**src/rtl/uart_rx.sv**
```systemverilog
// 8N1 UART receiver: two-flop synchroniser, mid-bit start validation,
// centre sampling of data/stop bits, one-cycle valid / frame_err strobes.
module uart_rx #(
   parameter int unsigned P = 10416
) (
   input  logic       clock,
   input  logic       reset,
   input  logic       rx,
   output logic [7:0] out,
   output logic       valid,
   output logic       frame_err,
   output logic       busy
);

   localparam int unsigned H  = P / 2;
   localparam int unsigned CW = $clog2(P);

   typedef enum logic [1:0] {
      IDLE  = 2'd0,
      START = 2'd1,
      DATA  = 2'd2,
      STOP  = 2'd3
   } state_t;

   state_t          state_q, state_d;
   logic [CW-1:0]   cnt_q, cnt_d;
   logic [2:0]      bit_pos_q, bit_pos_d;
   logic [7:0]      sh_q, sh_d;
   logic [7:0]      out_d;
   logic            valid_d, frame_err_d, busy_d;

   logic            rx_m, rx_s, rx_p;
   // Counts the first clocks after reset; until rx_p holds a real sample
   // the reset value of the synchroniser could fake a falling edge.
   logic [1:0]      warm_q;
   logic            fall_c;

   // Synchroniser, edge-detect delay and post-reset warm-up counter
   always_ff @(posedge clock or posedge reset) begin
      if (reset) begin
         rx_m   <= 1'b1;
         rx_s   <= 1'b1;
         rx_p   <= 1'b1;
         warm_q <= 2'd0;
      end else begin
         rx_m <= rx;
         rx_s <= rx_m;
         rx_p <= rx_s;
         if (warm_q != 2'd3) warm_q <= warm_q + 2'd1;
      end
   end

   assign fall_c = rx_p & ~rx_s & (warm_q == 2'd3);

   // State and datapath registers
   always_ff @(posedge clock or posedge reset) begin
      if (reset) begin
         state_q   <= IDLE;
         cnt_q     <= '0;
         bit_pos_q <= 3'd0;
         sh_q      <= 8'h00;
         out       <= 8'h00;
         valid     <= 1'b0;
         frame_err <= 1'b0;
         busy      <= 1'b0;
      end else begin
         state_q   <= state_d;
         cnt_q     <= cnt_d;
         bit_pos_q <= bit_pos_d;
         sh_q      <= sh_d;
         out       <= out_d;
         valid     <= valid_d;
         frame_err <= frame_err_d;
         busy      <= busy_d;
      end
   end

   // Next-state, bit timing and output strobe logic
   always_comb begin
      state_d     = state_q;
      cnt_d       = cnt_q;
      bit_pos_d   = bit_pos_q;
      sh_d        = sh_q;
      out_d       = out;
      valid_d     = 1'b0;
      frame_err_d = 1'b0;

      case (state_q)
         IDLE: begin
            cnt_d = '0;
            if (fall_c) state_d = START;
         end
         START: begin
            cnt_d = cnt_q + CW'(1);
            if (cnt_q == CW'(H - 1)) begin
               if (!rx_s) begin
                  state_d   = DATA;
                  bit_pos_d = 3'd0;
               end else begin
                  state_d = IDLE;
               end
            end
         end
         DATA: begin
            cnt_d = cnt_q + CW'(1);
            if (cnt_q == CW'(P - 1)) begin
               sh_d  = {rx_s, sh_q[7:1]};
               cnt_d = '0;
               if (bit_pos_q == 3'd7) state_d = STOP;
               else                   bit_pos_d = bit_pos_q + 3'd1;
            end
         end
         STOP: begin
            cnt_d = cnt_q + CW'(1);
            if (cnt_q == CW'(P - 1)) begin
               state_d = IDLE;
               if (rx_s) begin
                  out_d   = sh_q;
                  valid_d = 1'b1;
               end else begin
                  frame_err_d = 1'b1;
               end
            end
         end
         default: state_d = IDLE;
      endcase

      // Bit timing restarts on every state change
      if (state_d != state_q) cnt_d = '0;

      busy_d = (state_d != IDLE);
   end

endmodule

```
**config.mk**
```make
export PLATFORM = sky130hd
export DESIGN_NAME = uart_rx
export DESIGN_NICKNAME = d
export VERILOG_FILES = /design/src/rtl/uart_rx.sv
export SDC_FILE = /design/constraint.sdc
export NUM_CORES = 1
export LEC_CHECK = 0
export CAP_MARGIN = 20
export CORE_AREA = 2 2 76 71
export DETAILED_ROUTE_END_ITERATION = 10
export DIE_AREA = 0 0 78 73
export HOLD_SLACK_MARGIN = 0.12
export PLACE_DENSITY = 0.68
export SYNTH_ARGS = -nofsm -noshare
export SYNTH_HDL_FRONTEND = slang
export SYNTH_SLANG_ARGS = --single-unit
```
**constraint.sdc**
```tcl
create_clock -name clock -period 3.08 [get_ports clock]
set_input_delay 0.77 -clock clock [delete_from_list [all_inputs] [get_ports clock]]
set_output_delay 0.77 -clock clock [all_outputs]
set_load 0.05 [all_outputs]
```
==> results.md, run 1 <==
- Final Skew: 7.28 ps
- Vias in the first global route: 1187
- CP required: 2310 ps
- Synth top area cells: dfrtp_1, mux2_2, dfstp_2
- GRT Residual Overflow: 0
- Postcts setup bufs: 0
- Syn Nets: roughly 160
- VDD IR max: slightly above 300 uV
- Post-layout min period: 2220 ps
- Status: finished clean
- Most frequent cells after synthesis: dfrtp_1, mux2_2, nor2_1
- CP delay by family, top: buffers and inverters
- RSZ-0062 raised after global routing: no
- Num rows: 25
- Pre-CTS WS: 1090 ps
- Initial antenna violation count: 0
- Starting Density: 37.8%
- Total GRT Usage: 12.5%
- First-pass GRT wire length: 5500 um
- CTS max path bufs: 2
- Yosys warns: 0
- Register Area: 1080 sq um
- Fill cells: 477
- CP peak stage delay: approximately 800 ps
- FF+latch count, synth: 43
- Fmax: 0.449 GHz
- Die Ht: approximately 73 um
- Yosys top cell area share: 52.9%
- Crit share post-route: around 72%
- Clock latency on the worst-skew pair: slightly below 300 ps
- Critical Path AT: 1450 ps
- Critical path, cell by cell: clkdlybuf4s50_1
- Worst r2r src: cnt_q[0]$_DFF_PP0_
- Antenna-violating nets left: 0
- FF-to-FF End: sh_q[7]$_DFFE_PP0P_
- Vias per inst: 4.83
- Hpwl dp: roughly 2200 um
- Die Width: ~80 um
- Clock share of power: 36.9%
- P_int: 0.897 mW
- DR iter-0 viols: 37
- Antenna Cells: 0
- Fin worst setup slack: 855 ps
- Flop-to-flop setup slack: 1080 ps
- PwrDens: approximately 540 nW/um^2
- Synth cell types: 34
- Sw Ratio: 25.7%
- Routability Congestion: 0.832
- Sequential area share after synthesis: 57.0%
- Post-CTS Resized: 0
- Hold_ws: 359 ps
- Synthesized cell area: 1890 sq um
- Reported max-cap violation count: 0
- Count leader, synth: dfrtp_1
- Worst hold start: rx_m$_DFF_PP1_
- Hold crit path type: reg2reg
- CP Class: reg2out
- DR DRC count: 0
- Worst-margin pin slew: slightly below 700 ps
- DIE AREA: 5690 sq um
- Area growth syn-to-layout: 17.9%
- Post-Syn Instances: 152
- Setup TNS: 0 ps
- Hold_buf cts: 0
- Num CTS Buffers: 5
- Leakage Power: around 1.0 nW
- Setup Viol. Count Final: 0
- H-tree levels: 2
- EDFF count, synth: 0
- Crit path max fanout: 2
- Ys flop type: dfrtp_1
- DRT Wirelength: 3090 um
- Crit path capture type: output port
- Drt first pass iters: 4
- DR WL/cell: between 10 and 15 um
- Buf/Inv on CP: 1
- Sequential power share: 53.5%
- Area occupied by multi-input gates: just under 800 sq um
- Gate power share: 9.7%
- Hold Fails Final Rpt: 0
- CP startpoint kind: flip-flop
- Slew margin rel.: 53.8%
- I/O Pins: 14
- TritonCTS clock tree: done
- NetSw: a little over 0.3 mW
- R2R cell count: 5
- Clock slew at reported path FFs: 90 ps
- Syn Area/Cell: approximately 12 sq um
- Worst-path cell with the longest stage delay: clkdlybuf4s50_1
- CTS Root Cell: clkbuf_8
- DR vias: 1159
- Post-synth top area cell: dfrtp_1
- Pin count of the biggest net entering global routing: 20
- Hold endpoint: rx_s$_DFF_PP1_
- Post-layout util: 44.6%
- # nets final: 179
- Worst hold stages: 0
- Port buffer count: 13
- Core area: 5000 sq um
- Asr flop ratio synth: 100%
- Share of cells above drive strength 1: a little over a fifth
- Clk sinks: 43
- Max Slew Vio Count: 0
sequential cells by signal, indices dropped and copies added, names as in the netlist:
name	cells
frame_err	1
cnt_q	14
busy	1
rx_m	1
sh_q	8
rx_s	1
state_q	2
rx_p	1
out	8
bit_pos_q	3
warm_q	2
valid	1
power by group through the flow:
stage	combinational, mW	clock (mW)	sequential [mW]
2_1_floorplan	0.0945	0	0.642
3_3_place_gp	0.117	0	0.654
3_5_place_dp	0.117	0	0.657
4_1_cts	0.119	0.458	0.645
5_1_grt	0.139	0.479	0.652
6_report	0.117	0.445	0.645
kinds of logic after synthesis:
family	synth area share, %
multiplexers	12.2
AND/OR/NAND/NOR	17.7
flip-flops	57.0
buffers and inverters	1.92
AO/OA/AOI/OAI	2.91
XOR/XNOR	5.55
adder cells (fa/ha/maj)	2.64
placed cells by master, fill, tap and decap left out, types with 2 or more instances in the layout:
cell type,instances
dfstp_2,3
clkdlybuf4s50_1,13
nor3_1,2
nand4_1,6
inv_1,5
nor2b_1,2
nand3_1,6
nand2_1,4
xor2_1,6
and3_1,3
and4_1,2
dfrtp_1,40
mux2_2,17
o21ai_0,5
buf_4,3
clkbuf_8,5
ha_1,4
xnor2_1,6
a21oi_1,3
nor2_1,16
mux2i_1,4
worst max-delay path by stage:
stage                            start             endpoint  slack, ps  cells past startpoint
detailed placement  cnt_q[0]$_DFF_PP0_  sh_q[0]$_DFFE_PP0P_       1090                      5
global placement    cnt_q[0]$_DFF_PP0_  sh_q[2]$_DFFE_PP0P_       1180                      5
finish              out[0]$_DFFE_PP0P_               out[0]        860                      1
CTS                 out[0]$_DFFE_PP0P_               out[0]        840                      1
global route        out[0]$_DFFE_PP0P_               out[0]        810                      1
floorplan           cnt_q[0]$_DFF_PP0_  sh_q[0]$_DFFE_PP0P_       1300                      5
per-layer routing:
layer | global-route usage, % | up-vias | wire (um)
met5 | 0 | - | 0
met4 | 4.68 | 0 | 30
met3 | 3.34 | 4 | 92
met1 | 18.1 | 565 | 1600
met2 | 18.0 | 13 | 1370
li1 | - | 577 | -
area by class of cell:
class | count | area share (%)
Clock buffer | 5 | 3.08
Sequential cell | 43 | 48.4
Timing Repair Buffer | 16 | 6.84
Multi-Input combinational cell | 100 | 34.8
Inverter | 6 | 1.01
Clock inverter | 3 | 2.13
Tap cell | 67 | 3.76
through the flow:
| step | power (mW) | cell area (sq um) | std cells |
|---|---|---|---|
| 2_1_floorplan | 0.737 | 1890 | 152 |
| 3_3_place_gp | 0.771 | 2120 | 232 |
| 3_5_place_dp | 0.774 | 2120 | 232 |
| 4_1_cts | 1.22 | 2230 | 240 |
| 5_1_grt | 1.27 | 2230 | 240 |
| 6_report | 1.21 | 2230 | 240 |
Power figures use the tool's default switching activity.
==> run 2: changes to the inputs <==
==> constraint.sdc (replaced) <==
create_clock -name clock -period 2.2 [get_ports clock]
set_input_delay 0.55 -clock clock [delete_from_list [all_inputs] [get_ports clock]]
set_output_delay 0.55 -clock clock [all_outputs]
set_load 0.05 [all_outputs]
==> run 2 against run 1 <==
Compared with the run above:
- core utilization is 0.25 points higher
- clock skew is 3.2 ps lower
- combinational power rose by 56%
- non-clock buffer count is the same
- design area up 0.56%
- cell count did not move
- setup slack got worse by 670 ps
- die area stayed put
- register-to-register slack lost 840 ps
- routed wire length increased by 1.1%
- clock power up 44%
- sequential cell count stayed put
==> results.md, run 2 (same netlist as run 1, synthesis figures left out) <==
- Status: finished clean
- RSZ-0062 raised after global routing: no
- Area occupied by multi-input gates: 777 sq um (unchanged)
- DRT Wirelength: 3130 um (+1.1%)
- Max reg flops: 14 (unchanged)
- Worst-margin pin slew: 504 ps (-185 ps)
- Post-layout min period: 2010 ps
- Crit path from: out[7]$_DFFE_PP0P_
- Die Ht: 73 um (unchanged)
- Core area: 5000 sq um (unchanged)
- CTS max path bufs: 2 (unchanged)
- FF-to-FF End: sh_q[7]$_DFFE_PP0P_
- Hold Fails Final Rpt: 0 (unchanged)
- Worst r2r src: cnt_q[0]$_DFF_PP0_
- VDD IR max: 393 uV (+26%)
- Routability Congestion: 0.770 (-7.4%)
- Die Width: 78 um (unchanged)
- Slew margin rel.: 66.3% (+12 points)
- Fill cells: 473 (-0.84%)
- I/O Pins: 14 (unchanged)
- Regs by FF count: cnt_q: 14 flops, out: 8 flops, sh_q: 8 flops
- Fin worst setup slack: 187 ps (-668 ps)
- Post-placement cell area: 2130 sq um (+0.59%)
- Critical Path AT: 1460 ps (about the same)
- CP delay by family, top: buffers and inverters
- Leakage Power: 1.02 nW (+0.49%)
- CP required: 1650 ps (-660 ps)
- Fin area: 2240 sq um (+0.56%)
- Vias per inst: 4.84 (+0.26%)
- Total GRT Usage: 12.6% (+0.094 points)
- Crit share post-route: between 90% and 100%
- Crit path depth: 1 (unchanged)
- DR vias: 1162 (+0.26%)
- Crit path capture type: output port
- Critical path, cell by cell: clkdlybuf4s50_1
- Area growth syn-to-layout: 18.6%
- Clk sinks: 43 (unchanged)
- Setup Viol. Count Final: 0 (unchanged)
- Max Slew Vio Count: 0 (unchanged)
- R2R cell count: 5 (unchanged)
- Pre-CTS WS: 241 ps (-854 ps)
- GRT Residual Overflow: 0 (unchanged)
- Hpwl dp: 2100 um (-4.7%)
- CTS Root Cell: clkbuf_8
- Clock latency on the worst-skew pair: 300 ps (about the same)
- Largest register by flop count: cnt_q
- Hold_buf cts: 0 (unchanged)
- DR WL/cell: 13.0 um (+1.1%)
- DR iter-0 viols: 44 (+19%)
- Postcts setup bufs: 0 (unchanged)
- First-pass GRT wire length: 5490 um (-0.13%)
- Num CTS Buffers: 5 (unchanged)
- Post-layout util: 44.9% (+0.25 points)
- Initial antenna violation count: 0 (unchanged)
- Share of cells above drive strength 1: 21.4% (unchanged)
- TritonCTS clock tree: done
- Final Skew: 4.07 ps (-3.22 ps)
- Worst Setup EP: out[7]
- Worst-path cell with the longest stage delay: clkdlybuf4s50_1
- DR DRC count: 0 (unchanged)
- PwrDens: 765 nW/um^2 (+41%)
- CP startpoint kind: flip-flop
- Fmax: 0.497 GHz
- Buf/Inv on CP: 1 (unchanged)
- DIE AREA: 5690 sq um (unchanged)
- Register Area: 1080 sq um (unchanged)
- H-tree levels: 2 (unchanged)
- Setup TNS: 0 ps (unchanged)
- Final Power: 1.72 mW (+42%)
- Num rows: 25 (unchanged)
- Commonest non-fill, non-tap cell in the layout: dfrtp_1
- # nets final: 179 (unchanged)
- Starting Density: 37.8% (unchanged)
- Drt first pass iters: 4 (unchanged)
- Pin count of the biggest net entering global routing: 44 (+120%)
- Vias in the first global route: 1194 (+0.59%)
- Post-CTS Resized: 0 (unchanged)
- CP Class: reg2out
- Reported max-cap violation count: 0 (unchanged)
- Clock slew at reported path FFs: 90 ps (about the same)
- Port buffer count: 13 (unchanged)
- Hold crit path type: reg2reg
- CP peak stage delay: 800 ps (about the same)
- Flop-to-flop setup slack: 240 ps (-840 ps)
- Most frequent cells in the layout: dfrtp_1, mux2_2, nor2_1
- Antenna Cells: 0 (unchanged)
- Crit path max fanout: 2 (unchanged)
- Antenna-violating nets left: 0 (unchanged)
run 2: worst min-delay path by stage:
stage | start | end | slack [ps] | cells after the start
2_1_floorplan | rx_m$_DFF_PP1_ | rx_s$_DFF_PP1_ | 350 | 0
3_3_place_gp | rx_m$_DFF_PP1_ | rx_s$_DFF_PP1_ | 350 | 0
3_5_place_dp | rx_m$_DFF_PP1_ | rx_s$_DFF_PP1_ | 350 | 0
4_1_cts | rx_m$_DFF_PP1_ | rx_s$_DFF_PP1_ | 370 | 0
5_1_grt | rx_m$_DFF_PP1_ | rx_s$_DFF_PP1_ | 370 | 0
6_report | rx_m$_DFF_PP1_ | rx_s$_DFF_PP1_ | 370 | 0
run 2: layer usage:
layer	share of wire, %	GRT usage, %
met3	3.3	5.57
met1	49	16.4
met5	0	0
met4	0.80	2.34
met2	47	19.9
run 2: cell type report:
type / instances / area share [%]
clock buffer: 5 / 3.07
clock inverter: 3 / 2.12
inverter: 6 / 1.00
multi-input combinational: 100 / 34.6
sequential: 43 / 48.1
tap: 67 / 3.73
timing repair buffer: 16 / 7.36
run 2: stage by stage:
stage,hold WS (ps),instances
final,366,240
after global routing,370,240
after CTS,367,240
after detailed placement,354,232
after global placement,346,232
after floorplan,345,152
run 2: power breakdown:
group	internal, mW	switching, mW
clock network	0.344	0.296
logic	0.0784	0.104
registers	0.841	0.0530
